### src/rtl/upsample_ctrl_pkg.sv
// upsample_ctrl_pkg: shared widths, defaults and FSM encoding for the upsample controller
package upsample_ctrl_pkg;
    localparam int ADDR_WIDTH_DEF = 20;
    localparam int CNT_WIDTH_DEF = 32;
    localparam int DIM_WIDTH = 10;
    localparam int UPSAMPLE_SHIFT = 2;
    typedef enum logic [1:0] {IDLE, RUN, DRAIN, DONE} state_t;
endpackage

### src/rtl/upsample_ctrl_addr_gen.sv
// upsample_addr_gen: registered feature-buffer read address, base plus running offset
module upsample_addr_gen
    import upsample_ctrl_pkg::*;
#(
    parameter int ADDR_WIDTH = ADDR_WIDTH_DEF
) (
    input  logic                  system_clk,
    input  logic                  rst_n,
    input  logic [ADDR_WIDTH-1:0] base,
    input  logic                  inc,
    input  logic                  clr,
    output logic [ADDR_WIDTH-1:0] addr
);
    logic [ADDR_WIDTH-1:0] off;
    always_ff @(posedge system_clk) begin
        if (!rst_n || clr) begin
            off  <= '0;
            addr <= '0;
        end else if (inc) begin
            addr <= base + off;
            off  <= off + ADDR_WIDTH'(1);
        end
    end
endmodule

### src/rtl/upsample_ctrl.sv
// upsample_ctrl: layer sequencer issuing feature reads and waiting for 4x upsampled output
module upsample_ctrl
    import upsample_ctrl_pkg::*;
#(
    parameter int ADDR_WIDTH = ADDR_WIDTH_DEF,
    parameter int CNT_WIDTH  = CNT_WIDTH_DEF
) (
    input  logic                  system_clk,
    input  logic                  rst_n,
    input  logic                  start,
    input  logic                  abort,
    input  logic [DIM_WIDTH-1:0]  col_size,
    input  logic [DIM_WIDTH-1:0]  row_size,
    input  logic [DIM_WIDTH-1:0]  channel_num,
    input  logic [ADDR_WIDTH-1:0] base_addr,
    output logic                  rd_en,
    output logic [ADDR_WIDTH-1:0] rd_addr,
    input  logic                  feature_ready,
    input  logic                  upsample_feature_valid,
    input  logic                  upsample_buffer_empty,
    output logic                  busy,
    output logic                  done
);
    state_t                state;
    logic                  calc, armed, issue, active;
    logic [DIM_WIDTH-1:0]  col_r, row_r, ch_r;
    logic [ADDR_WIDTH-1:0] base_r;
    logic [CNT_WIDTH-1:0]  prod, total_in, total_out, in_cnt, out_cnt;

    assign prod   = CNT_WIDTH'(col_r) * CNT_WIDTH'(row_r) * CNT_WIDTH'(ch_r);
    assign issue  = state == RUN && feature_ready && in_cnt < total_in;
    assign active = state == RUN || state == DRAIN;

    upsample_addr_gen #(.ADDR_WIDTH(ADDR_WIDTH)) u_addr_gen (
        .system_clk(system_clk),
        .rst_n(rst_n),
        .base(base_r),
        .inc(issue),
        .clr(abort || state == IDLE),
        .addr(rd_addr)
    );

    // Launch takes three IDLE edges: capture config, register product, then branch on it.
    always_ff @(posedge system_clk) begin
        if (!rst_n) begin
            state     <= IDLE;
            calc      <= 1'b0;
            armed     <= 1'b0;
            rd_en     <= 1'b0;
            busy      <= 1'b0;
            done      <= 1'b0;
            in_cnt    <= '0;
            out_cnt   <= '0;
            col_r     <= '0;
            row_r     <= '0;
            ch_r      <= '0;
            base_r    <= '0;
            total_in  <= '0;
            total_out <= '0;
        end else if (abort) begin
            state   <= IDLE;
            calc    <= 1'b0;
            armed   <= 1'b0;
            rd_en   <= 1'b0;
            busy    <= 1'b0;
            done    <= 1'b0;
            in_cnt  <= '0;
            out_cnt <= '0;
        end else begin
            rd_en <= issue;
            done  <= 1'b0;
            calc  <= 1'b0;
            armed <= 1'b0;
            if (issue) in_cnt <= in_cnt + CNT_WIDTH'(1);
            if (active && upsample_feature_valid) out_cnt <= out_cnt + CNT_WIDTH'(1);
            case (state)
                IDLE: begin
                    if (armed) begin
                        state <= total_in == '0 ? DONE : RUN;
                        busy  <= total_in != '0;
                        done  <= total_in == '0;
                    end else if (calc) begin
                        total_in  <= prod;
                        total_out <= prod << UPSAMPLE_SHIFT;
                        armed     <= 1'b1;
                    end else if (start) begin
                        col_r   <= col_size;
                        row_r   <= row_size;
                        ch_r    <= channel_num;
                        base_r  <= base_addr;
                        in_cnt  <= '0;
                        out_cnt <= '0;
                        calc    <= 1'b1;
                    end
                end
                RUN: if (in_cnt == total_in) state <= DRAIN;
                DRAIN: begin
                    if (out_cnt == total_out && upsample_buffer_empty) begin
                        state <= DONE;
                        busy  <= 1'b0;
                        done  <= 1'b1;
                    end
                end
                default: state <= IDLE;
            endcase
        end
    end
endmodule

### config.mk
export PLATFORM = sky130hd
export DESIGN_NAME = upsample_ctrl
export DESIGN_NICKNAME = d
export VERILOG_FILES = /design/src/rtl/upsample_ctrl_pkg.sv /design/src/rtl/upsample_ctrl_addr_gen.sv /design/src/rtl/upsample_ctrl.sv
export SDC_FILE = /design/constraint.sdc
export NUM_CORES = 1
export LEC_CHECK = 0
export CORE_MARGIN = 5
export CORE_UTILIZATION = 58
export CTS_CLUSTER_SIZE = 40
export DETAILED_ROUTE_END_ITERATION = 10
export PLACE_DENSITY = 0.77
export SETUP_SLACK_MARGIN = 0.2
export SYNTH_ARGS = -nofsm -noshare
export SYNTH_HDL_FRONTEND = slang
export SYNTH_SLANG_ARGS = --single-unit
### constraint.sdc
create_clock -name system_clk -period 11.3 [get_ports system_clk]
set_input_delay 2.26 -clock system_clk [delete_from_list [all_inputs] [get_ports system_clk]]
set_output_delay 2.26 -clock system_clk [all_outputs]
set_load 0.02 [all_outputs]
# Yosys cells after proc, flatten, opt, wreduce, memory -nomap -nowiden
# Cells that the tools add are included.
word_totals:
  in_bits: 57
  memories: 0
  wordCells: 76
  ramBits: 0
  mem_bits_ro: 0
  reg_bits: 191
  latch_bits: 0
  output_inout_bits: 23
op_classes:
  reduce_logical: 19
  n_lt_le_gt_ge: 1
  div_mod_pow: 0
  n_shift: 0
  mux: 23
  multipliers: 2
  bitwise: 5
  n_eq_ne: 7
  add_sub_neg: 4
ops:
  columns: ["op", "n"]
  rows:
  - ["$mux W32", 10]
  - ["$add A32 B1 Y32 const B", 2]
  - ["$eq A32 B30 Y1", 1]
  - ["$eq A32 B32 Y1", 1]
  - ["$logic_not A32 Y1", 1]
  - ["$lt A32 B30 Y1", 1]
  - ["$reduce_bool A32 Y1", 1]
  - ["$mul A20 B10 Y30", 1]
  - ["$add A20 B1 Y20 const B", 1]
  - ["$add A20 B20 Y20", 1]
  - ["$mul A10 B10 Y20", 1]
  - ["$mux W2", 4]
  - ["$mux W1", 6]
  - ["$pmux W2 S3", 1]
  - ["$reduce_and A3 Y1", 2]
  - ["$not A1 Y1", 5]
  - ["$reduce_and A5 Y1", 1]
  - ["$reduce_or A5 Y1", 1]
  - ["$logic_and A1 B1 Y1", 4]
  - ["$ne A2 B1 Y1 const B", 2]
  - ["$pmux W1 S2", 2]
  - ["$reduce_and A4 Y1", 1]
  - ["$reduce_or A4 Y1", 1]
  - ["$logic_or A1 B1 Y1", 3]
  - ["other kinds (7)", 7]

# Longest topological paths before layout
# Gate-level depths: netlist of the first run.
depth:
  word_depth: 8
  mapped_depth: 39
  depth_no_buf: 37

# Hierarchy
# From an unflattened synthesis of the first run, not the netlist that was laid out.
unflattened:
  cells_unflattened: 2510
  hier_area_um2: 20713.6
modules_own_cells:
  columns: ["module", "area_each_um2", "seq_area_each_um2", "instances", "cells_per_inst"]
  rows:
  - ["upsample_ctrl", 18112.4, 3022.9, 1, 2201]
  - ["upsample_addr_gen", 2601.2, 800.8, 1, 309]

# Least setup slack after synthesis of the first run
# No wires, ideal clock.
synth_timing:
  kind: "register -> register"
  start: "reg row_r[1]"
  end: "reg total_out[31]"
  path_buffers: 1
  setup_ps: 86
  path_slack_ps: 1720
  synth_period_minus_slack_ps: 9580
  required_ps: 11214
  path_stages_with_launch: 38
  t_arrival_ps: 9494
  cell_sequence: "dfxtp_1 > clkbuf_1 > nand2_1 > fa_1 > inv_1 > fa_1 > inv_1 > fa_1 > inv_1 > fa_1 > inv_1 > fa_1 > inv_1 > ha_1 > o21a_1 > nor2_1 > nor3_1 > a21o_1 > (+2 left out) > nand2_1 > fa_1 > inv_1 > fa_1 > fa_1 > fa_1 > inv_1 > fa_1 > inv_1 > ha_1 > a21o_1 > a211oi_1 > nor2_1 > a21oi_1 > nand3_1 > a311oi_1 > xnor2_1 > a211oi_1"
synth_between:
  elab_chain_len: 2
synth_lines:
  columns: ["item", "line_no", "rtl"]
  rows:
  - ["from (decl)", "upsample_ctrl.sv:26", "logic [DIM_WIDTH-1:0] col_r, row_r, ch_r;"]
  - ["from (signal assigned)", "upsample_ctrl.sv:88", "row_r <= row_size;"]
  - ["$mul A10 B10 Y20", "upsample_ctrl.sv:30", "assign prod = CNT_WIDTH'(col_r) * CNT_WIDTH'(row_r) * CNT_WIDTH'(ch_r);"]
  - ["$mul A20 B10 Y30", "upsample_ctrl.sv:30", null]
  - ["to (signal assigned)", "upsample_ctrl.sv:84", "total_out <= prod << UPSAMPLE_SHIFT;"]
  - ["to (decl)", "upsample_ctrl.sv:28", "logic [CNT_WIDTH-1:0] prod, total_in, total_out, in_cnt, out_cnt;"]
# Every way passes these cells.
# A chain may end at the register's enable or synchronous reset.

# Worst setup path in the final report of the first run
# Same ends and word-level chain as after synthesis.

==> results of run 1 <==
final timing paths:
kind                 startpoint            endpoint
max                    row_r[1]       total_out[31]
min reg2reg  u_addr_gen.addr[7]  u_addr_gen.addr[7]
max reg2reg            row_r[1]       total_out[31]
min          u_addr_gen.addr[7]  u_addr_gen.addr[7]
where the power goes:
group	switching [mW]	leakage [nW]	internal, mW
registers	0.0233	1.54	0.683
logic	0.0952	7.88	0.0628
clock network	0.309	0.297	0.342
total	0.428	9.72	1.09
cell type report:
cell class                      count  area (um2)  share of cell area (%)
Sequential cell                   191        3820                    17.9
Inverter                          263         987                    4.63
Timing Repair Buffer               96         918                    4.31
Clock buffer                       19         443                    2.08
Clock inverter                     13         170                   0.799
Tap cell                          448         561                    2.63
Multi-Input combinational cell   1813       14400                    67.6
metal layers:
metal,share of wire (%),wire length [um]
met1,43,21100
met2,50,24100
met3,4.5,2170
met4,2.7,1300
met5,0,0
cell usage after synthesis, types with 7 or more instances:
| cell | instances | area, um2 |
|---|---|---|
| a21oi_1 | 163 | 816 |
| inv_1 | 263 | 987 |
| xnor2_1 | 62 | 543 |
| o21a_1 | 16 | 120 |
| and2_1 | 163 | 1020 |
| nand4_1 | 51 | 319 |
| nand2b_1 | 20 | 125 |
| a21o_1 | 29 | 218 |
| and3_1 | 35 | 219 |
| o21ai_0 | 53 | 265 |
| ha_1 | 177 | 2210 |
| nor2b_1 | 15 | 93.8 |
| a211oi_1 | 11 | 82.6 |
| clkbuf_1 | 99 | 372 |
| xor2_1 | 50 | 438 |
| nand3_1 | 71 | 355 |
| nor3_1 | 21 | 105 |
| mux2i_1 | 8 | 80.1 |
| and4_1 | 9 | 78.8 |
| nand2_1 | 366 | 1370 |
| fa_1 | 205 | 4100 |
| nand3b_1 | 11 | 82.6 |
| o31ai_1 | 12 | 90.1 |
| a31oi_1 | 18 | 113 |
| nor4_1 | 17 | 106 |
| or3_1 | 32 | 200 |
| or4_1 | 10 | 75.1 |
| o211ai_1 | 15 | 113 |
| dfxtp_1 | 191 | 3820 |
| o21bai_1 | 7 | 52.6 |
| nor2_1 | 93 | 349 |
logic make-up after synthesis:
group,count (synthesis)
xor+xnor,112
buf+inv,376
fa+ha+maj,382
flops,191
mux,8
simple gates,926
compound gates,385
registers in the layout, indices dropped and copies added (netlist names):
| signal | cells |
|---|---|
| armed | 1 |
| base_r | 20 |
| busy | 1 |
| calc | 1 |
| ch_r | 10 |
| col_r | 10 |
| done | 1 |
| in_cnt | 32 |
| out_cnt | 32 |
| rd_en | 1 |
| row_r | 10 |
| state | 2 |
| total_out | 30 |
| u_addr_gen.addr | 20 |
| u_addr_gen.off | 20 |
through the flow:
stage / power (mW) / worst slack [ns] / hold WS, ns / util, %
finish: 1.51 / 1.08 / 0.454 / 63.7
global route: 1.57 / 0.406 / 0.477 / 63.7
CTS: 1.53 / 1.04 / 0.455 / 63.7
detailed placement: 0.878 / 1.06 / 0.444 / 61.9
global placement: 0.872 / 1.26 / 0.441 / 61.9
floorplan: 0.816 / 1.72 / 0.435 / -
worst register-to-register path, delay by kind of cell (launching register included):
kind / cells / cell delay [ns]
AO/OA/AOI/OAI: 5 / 1.52
XOR/XNOR: 2 / 0.65
adder cells (fa/ha/maj): 12 / 5.80
buffers and inverters: 8 / 0.38
flip-flops: 1 / 0.52
AND/OR/NAND/NOR: 6 / 1.26
==> summary.md, run 1 <==
| Metric | Value |
|---|---|
| GR Layer Usage met1 | `33.8%` |
| Tcrit/Tclk final | `90.5%` |
| CP max FO | `11` |
| Worst path buffer plus inverter count | `8` |
| R2R Setup Slk | `1.08 ns` |
| Cell area after synthesis | `19600 um2` |
| Core Area | `33400 um2` |
| Slew @ Worst Pin | `1.15 ns` |
| Worst Hold Depth | `2` |
| DP Area | `20700 um2` |
| Synth Area in Simple Gates | `23.4%` |
| Commonest cells after routing, fill and taps aside | `nand2_1, inv_1, fa_1` |
| Worst reg2reg path depth | `33` |
| Layout cells sized above 1 | `2.71%` |
| Cell total after placement | `2811` |
| Clock transition at path regs | `0.08 ns` |
| CTS Buffer Depth | `2` |
| Max-cap violation count | `0` |
| Worst Skew | `0.0141 ns` |
| Final setup viols | `0` |
| DR pass1 iterations | `6` |
| Number of diodes | `0` |
| Die height | `194 um` |
| Tot GR Track Use | `26.3%` |
| Post-synthesis sequential area ratio | `19.5%` |
| Fmax | `97.8 MHz` |
| Port Buffers | `79` |
| CTS Hold Bufs | `0` |
| Htree depth | `4` |
| Min Tclk post-route | `10.22 ns` |
| Fin cells | `2843` |
| Root buffer cell | `clkbuf_16` |
| Worst path most repeated cell | `fa_1` |
| ANT nets after route | `0` |
| Largest net degree at the start of global routing | `78` |
| CP required | `11.68 ns` |
| TritonCTS clock tree | `yes` |
| Fill cell count | `2858` |
| Worst VDD drop | `0.000113 V` |
| Initial DRC Count | `1396` |
| Initial Util | `58.7%` |
| CP top delay family | `adder cells` |
| Global-route wire length before repair | `83600 um` |
| Vias in the first global route | `17.5k` |
| Dpl hpwl | `37200 um` |
| Slew margin rel. | `23.1%` |
| Chip width | `194 um` |
| Num ports | `80` |
| Post CTS Setup Buffer Count | `0` |
| Final TNS setup | `0 ns` |
| CTS buffer count | `17` |
| DRC errors left | `0` |
| Main synth FF type | `dfxtp_1` |
| WL/cell | `17.1 um` |
| Synth Instances | `2380` |
| LEAKAGE | `9.72 nW` |
| Unrepaired setup endpoints after global routing | `no` |
| Critical Path Stages | `33` |
| XOR/XNOR Fraction of Synth Area | `4.99%` |
| Gr busiest metal | `met2` |
| Syn nets | `2819` |
| Post-cts resize count | `0` |
| Worst hold path class | `flip-flop to flip-flop` |
| Slowest cell on the critical path | `nor3_1` |
| Post-synthesis adder-cell area fraction | `32.2%` |
| Clk sinks | `191` |
| FP Rows | `67` |
| FF+latch count, synth | `191` |
| Area growth syn-to-layout | `8.46%` |
| Post-synth EDFFs | `0` |
| Leading cell type in the layout, fill and taps excluded | `nand2_1` |
| Pwr dens | `71.1 nW/um2` |
| Final weighted congestion in routability-driven placement | `0.942` |
| Final hold viol count | `0` |
| Critical path launch point type | `flip-flop` |
| Post-synthesis mux area share | `0.408%` |
| Vias per inst | `5.87` |
| Die ar. | `37700 um2` |
| Final Net Count | `2821` |
| Global route overflow | `0` |
| Crit path DAT | `10.60 ns` |
| Largest family of logic cells by synthesized area | `adder cells` |
| Worst path max stage delay | `0.66 ns` |
| Clk Latency, worst-skew pair | `0.47 ns` |
| Antenna violations before repair | `0` |
| Detailed Route WL | `48600 um` |
| Post-Layout Inst Area | `21300 um2` |
| Via count | `16.7k` |
| GR Util met3 | `3.15%` |
| Synth unique cells | `67` |
| CP Capture Type | `flip-flop` |
| Met2 Use GR | `46.1%` |
| Ys async rst share | `0%` |
| Status | `completed` |
| Final slew viol count | `0` |
| Synth Warn # | `0` |
| Mean Syn Cell Area | `8.25 um2` |
| CP Class | `flip-flop to flip-flop` |
| Post-synthesis compound-gate area fraction | `12.3%` |
Power figures use the tool's default switching activity.
==> inputs of run 2 (changes only) <==
--- a/config.mk
+++ b/config.mk
@@ -5,11 +5,13 @@
 export SDC_FILE = /design/constraint.sdc
 export NUM_CORES = 1
 export LEC_CHECK = 0
+export CELL_PAD_IN_SITES_DETAIL_PLACEMENT = 0
+export CELL_PAD_IN_SITES_GLOBAL_PLACEMENT = 1
 export CORE_MARGIN = 5
-export CORE_UTILIZATION = 58
+export CORE_UTILIZATION = 48
 export CTS_CLUSTER_SIZE = 40
 export DETAILED_ROUTE_END_ITERATION = 10
-export PLACE_DENSITY = 0.77
+export PLACE_DENSITY = 0.82
 export SETUP_SLACK_MARGIN = 0.2
 export SYNTH_ARGS = -nofsm -noshare
 export SYNTH_HDL_FRONTEND = slang
==> summary.md, run 2 (synthesized netlist as in run 1, its figures left out) <==
| Metric | Value |
|---|---|
| Worst VDD drop | `0.0000890 V (-21%)` |
| Reg2reg start | `col_r[0]` |
| Final WS setup | `0.982 ns (-0.0974 ns)` |
| Global route overflow | `0 (unchanged)` |
| Initial Util | `48.3% (-10 points)` |
| CTS Buffer Depth | `2 (unchanged)` |
| Max-cap violation count | `0 (unchanged)` |
| FP Rows | `74 (+10%)` |
| Global-route wire length before repair | `80800 um (-3.3%)` |
| Core Area | `40600 um2 (+22%)` |
| Critical path launch point type | `flip-flop` |
| Status | `completed` |
| Worst Skew | `0.0164 ns (+0.00226 ns)` |
| Setup WS pre-CTS | `0.790 ns (-0.271 ns)` |
| Tcrit/Tclk final | `91.3% (+0.86 points)` |
| Final weighted congestion in routability-driven placement | `0.903 (-4.2%)` |
| Chip width | `212 um (+9.4%)` |
| Min Tclk post-route | `10.32 ns (+0.0974 ns)` |
| Die height | `212 um (+9.4%)` |
| Min-Delay Startpoint | `u_addr_gen.addr[5]` |
| Worst path max stage delay | `0.80 ns (+0.14 ns)` |
| Final hold viol count | `0 (unchanged)` |
| Initial DRC Count | `893 (-36%)` |
| CP Class | `flip-flop to flip-flop` |
| CP max FO | `21 (+10)` |
| Leading cell type in the layout, fill and taps excluded | `nand2_1` |
| Root buffer cell | `clkbuf_16` |
| Htree depth | `4 (unchanged)` |
| Pwr dens | `70.1 nW/um2 (-1.3%)` |
| Dpl hpwl | `37200 um (about the same)` |
| Vias in the first global route | `16.5k (-5.9%)` |
| Clk Latency, worst-skew pair | `0.49 ns (+0.02 ns)` |
| Num ports | `80 (unchanged)` |
| Final TNS setup | `0 ns (unchanged)` |
| Area growth syn-to-layout | `9.06%` |
| Clk sinks | `191 (unchanged)` |
| Crit path DAT | `10.64 ns (+0.04 ns)` |
| CP Capture Type | `flip-flop` |
| Final setup viols | `0 (unchanged)` |
| Top flop regs | `in_cnt (32), out_cnt (32), total_out (30)` |
| Antenna violations before repair | `0 (unchanged)` |
| CP required | `11.62 ns (-0.06 ns)` |
| Slew margin rel. | `30.2% (+7.1 points)` |
| Slowest cell on the critical path | `dfxtp_1` |
| Largest net degree at the start of global routing | `60 (-23%)` |
| Worst path buffer plus inverter count | `6 (-2)` |
| DR pass1 iterations | `5 (-1)` |
| Commonest cells after routing, fill and taps aside | `nand2_1, inv_1, fa_1` |
| Worst hold path class | `flip-flop to flip-flop` |
| Layout cells sized above 1 | `2.84% (+0.12 points)` |
| Final slew viol count | `0 (unchanged)` |
| Post CTS Setup Buffer Count | `0 (unchanged)` |
| Final Net Count | `2822 (+0.035%)` |
| Tot GR Track Use | `21.8% (-4.5 points)` |
| Worst path most repeated cell | `fa_1` |
| TritonCTS clock tree | `yes` |
| Unrepaired setup endpoints after global routing | `no` |
| Slew @ Worst Pin | `1.05 ns (-0.107 ns)` |
| Number of diodes | `0 (unchanged)` |
| ANT nets after route | `0 (unchanged)` |
| Detailed Route WL | `47400 um (-2.7%)` |
| Via count | `16.2k (-3.1%)` |
| Post-cts resize count | `0 (unchanged)` |
| Fmax | `96.9 MHz (-0.94%)` |
| CTS buffer count | `17 (unchanged)` |
| CTS Hold Bufs | `0 (unchanged)` |
| Port Buffers | `79 (unchanged)` |
| WL/cell | `16.2 um (-5.5%)` |
| Vias per inst | `5.52 (-5.9%)` |
| Clock transition at path regs | `0.08 ns (about the same)` |
| Die ar. | `45100 um2 (+20%)` |
| R2R Setup Slk | `0.98 ns (-0.10 ns)` |
| LEAKAGE | `9.74 nW (+0.21%)` |
| DRC errors left | `0 (unchanged)` |
| CP top delay family | `adder cells` |
| Crit. Startpoint | `col_r[0]` |
[run 2: worst register-to-register path: cells and delay by family (launching register included)]
kind | cells | cell delay (ns)
compound gates | 12 | 2.91
buf+inv | 6 | 0.31
flops | 1 | 0.80
fa+ha+maj | 12 | 5.55
xor+xnor | 1 | 0.16
simple gates | 3 | 0.41
[run 2: layout make-up]
class | instances | area [um2]
inverters | 263 | 987
multi-input cells | 1813 | 14400
fillers | 3867 | 19200
well taps | 532 | 666
clock buffers | 18 | 439
repair buffers | 97 | 926
flip-flops and latches | 191 | 3820
clock inverters | 14 | 171
[run 2: power by group]
group / switching [mW] / leakage (nW) / internal, mW / total, mW
logic: 0.0944 / 7.89 / 0.0625 / 0.157
registers: 0.0219 / 1.54 / 0.683 / 0.705
clock network: 0.302 / 0.303 / 0.339 / 0.641
total: 0.419 / 9.74 / 1.08 / 1.50
[run 2: per-stage QoR]
step           total power, mW  utilization [%]  hold slack [ns]  cell area [um2]  cells
2_1_floorplan            0.816                -            0.435            19600   2380
3_3_place_gp             0.874             51.2            0.444            20800   2896
3_5_place_dp             0.878             51.2            0.446            20800   2896
4_1_cts                   1.52             52.7            0.455            21400   2928
5_1_grt                   1.57             52.7            0.470            21400   2928
6_report                  1.50             52.7            0.452            21400   2928
[run 2: metal layers]
metal  track usage [%]  share of wire, %  vias to the layer above
li1                  -                 -                     7931
met1              28.9                46                     7889
met2              37.1                48                      271
met3              3.04               2.9                       73
met4              7.13               2.4                        0
met5                 0                 0                        -
[run 2: worst paths after layout]
kind / cells after the start / end
max: 34 / total_out[31]
min: 2 / u_addr_gen.addr[5]
max reg2reg: 34 / total_out[31]
min reg2reg: 2 / u_addr_gen.addr[5]
==> inputs of run 3 (changes only) <==
--- a/config.mk
+++ b/config.mk
@@ -12,7 +12,8 @@
 export CTS_CLUSTER_SIZE = 40
 export DETAILED_ROUTE_END_ITERATION = 10
 export PLACE_DENSITY = 0.82
-export SETUP_SLACK_MARGIN = 0.2
+export SETUP_SLACK_MARGIN = 0.5
 export SYNTH_ARGS = -nofsm -noshare
 export SYNTH_HDL_FRONTEND = slang
+export SYNTH_HIERARCHICAL = 1
 export SYNTH_SLANG_ARGS = --single-unit
==> constraint.sdc (replaced) <==
create_clock -name system_clk -period 10.8 [get_ports system_clk]
set_input_delay 2.16 -clock system_clk [delete_from_list [all_inputs] [get_ports system_clk]]
set_output_delay 2.16 -clock system_clk [all_outputs]
set_load 0.02 [all_outputs]
==> summary.md, run 3 <==
| Metric | Value |
|---|---|
| Status | `completed` |
| Crit path DAT | `10.12 ns (-0.52 ns)` |
| XOR/XNOR Fraction of Synth Area | `4.86% (-0.13 points)` |
| TritonCTS clock tree | `yes` |
| Unrepaired setup endpoints after global routing | `no` |
| Worst hold path class | `flip-flop to flip-flop` |
| Top flop regs | `in_cnt (32), out_cnt (32), total_out (30)` |
| Vias per inst | `5.57 (+0.97%)` |
| Num ports | `80 (unchanged)` |
| Post-synthesis adder-cell area fraction | `30.5% (-1.7 points)` |
| Final Net Count | `2943 (+4.3%)` |
| Post-synthesis compound-gate area fraction | `12.4% (+0.12 points)` |
| Slew @ Worst Pin | `1.20 ns (+0.153 ns)` |
| Logic pwr share | `11.8% (+1.4 points)` |
| Switching share of power | `28.3% (+0.42 points)` |
| Clk Latency, worst-skew pair | `0.50 ns (about the same)` |
| Tcrit/Tclk final | `90.1% (-1.2 points)` |
| Synth Area in Simple Gates | `24.1% (+0.70 points)` |
| Slowest cell on the critical path | `fa_1` |
| Commonest cells post-synth | `nand2_1, inv_1, fa_1` |
| Post-synthesis sequential area ratio | `18.5% (-1.0 points)` |
| Final weighted congestion in routability-driven placement | `0.905 (+0.28%)` |
| Pwr dens | `71.4 nW/um2 (+1.7%)` |
| Post-synth EDFFs | `0 (unchanged)` |
| Global-route wire length before repair | `88500 um (+9.5%)` |
| CP Class | `flip-flop to flip-flop` |
| Min Tclk post-route | `9.73 ns (-0.589 ns)` |
| LEAKAGE | `9.93 nW (+1.9%)` |
| Via count | `17.3k (+7.0%)` |
| Number of diodes | `0 (unchanged)` |
| Clk sinks | `191 (unchanged)` |
| Max-cap violation count | `0 (unchanged)` |
| Synth Warn # | `6 (+6)` |
| Fin cells | `3102 (+5.9%)` |
| Die height | `218 um (+2.6%)` |
| Cell total after placement | `3068 (+5.9%)` |
| Initial Util | `48.3% (about the same)` |
| FF+latch count, synth | `191 (unchanged)` |
| Final WS setup | `1.07 ns (+0.0889 ns)` |
| Critical path launch point type | `flip-flop` |
| Int Power | `1.16 mW (+6.8%)` |
| Ys async rst share | `0% (unchanged)` |
| Die ar. | `47400 um2 (+5.2%)` |
| Slew margin rel. | `19.8% (-10 points)` |
| CP max FO | `11 (-48%)` |
| Largest net degree at the start of global routing | `70 (+17%)` |
| Post-Layout Inst Area | `22600 um2 (+5.6%)` |
| Root buffer cell | `clkbuf_16` |
| Area growth syn-to-layout | `9.19%` |
| Final setup viols | `0 (unchanged)` |
| Commonest cells after routing, fill and taps aside | `nand2_1, inv_1, fa_1` |
| Clock group share of total power | `42.7% (about the same)` |
| Worst VDD drop | `0.000100 V (+13%)` |
| Htree depth | `4 (unchanged)` |
| Main area contributors after synthesis | `fa_1, dfxtp_1, ha_1` |
| WL/cell | `17.0 um (+4.9%)` |
| Port Buffers | `79 (unchanged)` |
| CP required | `11.19 ns (-0.43 ns)` |
| Register share of total power | `45.6% (-1.3 points)` |
| CTS buffer count | `17 (unchanged)` |
| WHS | `0.467 ns (+0.0151 ns)` |
| CP Capture Type | `flip-flop` |
| Count leader, synth | `nand2_1` |
| Post-synth top area share | `19.8% (-1.1 points)` |
| CTS Hold Bufs | `0 (unchanged)` |
| Synth unique cells | `84 (+25%)` |
| Worst path most repeated cell | `fa_1` |
| Largest family of logic cells by synthesized area | `adder cells` |
| Final hold viol count | `0 (unchanged)` |
| Tot GR Track Use | `22.6% (+0.80 points)` |
| Vias in the first global route | `17.4k (+5.5%)` |
| Syn nets | `2949 (+4.6%)` |
| Global route overflow | `0 (unchanged)` |
| Switch Pwr | `0.456 mW (+9.0%)` |
| Mean Syn Cell Area | `8.25 um2 (about the same)` |
| Initial DRC Count | `985 (+10%)` |
| DR pass1 iterations | `5 (unchanged)` |
| Pwr Total | `1.61 mW (+7.4%)` |
| Synth Instances | `2510 (+5.5%)` |
| Setup WS pre-CTS | `0.783 ns (-0.00709 ns)` |
| Clock transition at path regs | `0.07 ns (about the same)` |
| Core Area | `42900 um2 (+5.5%)` |
| Fmax | `103 MHz (+6.1%)` |
| Post-synthesis mux area share | `1.98% (+1.6 points)` |
| Antenna violations before repair | `0 (unchanged)` |
| Leading cell type in the layout, fill and taps excluded | `nand2_1` |
| DRC errors left | `0 (unchanged)` |
| ANT nets after route | `0 (unchanged)` |
| Final TNS setup | `0 ns (unchanged)` |
| Detailed Route WL | `52600 um (+11%)` |
| Worst Skew | `0.0402 ns (+0.0239 ns)` |
| DP Area | `21900 um2 (+5.4%)` |
| Post-Route Utilization | `52.7% (about the same)` |
| Cell area after synthesis | `20700 um2 (+5.4%)` |
| Worst path max stage delay | `0.54 ns (-0.26 ns)` |
| Chip width | `218 um (+2.6%)` |
| FP Rows | `76 (+2.7%)` |
| Layout cells sized above 1 | `4.41% (+1.6 points)` |
| CTS Buffer Depth | `2 (unchanged)` |
| Dpl hpwl | `41000 um (+10%)` |
| Leading area contributor after synthesis | `fa_1` |
| Final slew viol count | `0 (unchanged)` |
| Main synth FF type | `dfxtp_1` |
[run 3: cell types whose count changed after synthesis, sizes merged, moves of 13 or more]
| cell | change |
|---|---|
| clkbuf | +27 |
| nand2b | +25 |
| nor2 | +39 |
| nor4 | +37 |
| mux2i | +33 |
| nand4 | +13 |
| xnor2 | -14 |
| o311ai | +19 |
| xor2 | +17 |
| nor3 | +23 |
| a21oi | -38 |
| and2 | -30 |
[run 3: cells by family (layout without fill, tap and decap cells)]
logic type,Yosys count,in the layout
buffers and inverters,408,415
adder cells (fa/ha/maj),382,382
AND/OR/NAND/NOR,997,997
multiplexers,41,41
flip-flops,191,191
AO/OA/AOI/OAI,376,376
XOR/XNOR,115,115
[run 3: power by group through the flow]
stage / Combinational, mW / Clock [mW] / Sequential, mW
2_1_floorplan: 0.133 / 0 / 0.736
3_3_place_gp: 0.185 / 0 / 0.751
3_5_place_dp: 0.190 / 0 / 0.751
4_1_cts: 0.191 / 0.712 / 0.735
5_1_grt: 0.213 / 0.735 / 0.737
6_report: 0.190 / 0.689 / 0.735
[run 3: final timing paths]
check                  from       endpoint  slack [ns]  cells past startpoint
hold / removal    base_r[3]      base_r[3]        0.47                      2
setup / recovery   col_r[7]  total_out[31]        1.07                     33
setup reg to reg   col_r[7]  total_out[31]        1.07                     33
hold reg to reg   base_r[3]      base_r[3]        0.47                      2
[run 3: layout make-up]
| type | instances | area [um2] |
|---|---|---|
| inverter | 272 | 1020 |
| sequential | 191 | 3830 |
| clock buffer | 21 | 480 |
| fill | 4092 | 20300 |
| tap | 585 | 732 |
| multi-input combinational | 1911 | 15400 |
| timing repair buffer | 111 | 1030 |
| clock inverter | 11 | 146 |
[run 3: what timing repair did]
action | in CTS | in global routing
setup buffers | 0 | 2
setup endpoints to repair | 0 | 12
hold endpoints to repair | 0 | 0
gates resized for setup | 0 | 13
[run 3: layer usage]
metal	wire (um)	share of wire, %	track usage [%]
met5	0	0	0
met4	999	1.9	6.24
met3	1770	3.4	2.76
met2	25800	49	39.1
met1	24100	46	30.1
[run 3: worst max-delay path, delay by kind of cell (launching register included)]
kind	cells	cell delay, ns
flops	1	0.44
buf+inv	8	0.40
simple gates	7	1.38
fa+ha+maj	12	5.63
compound gates	6	1.76
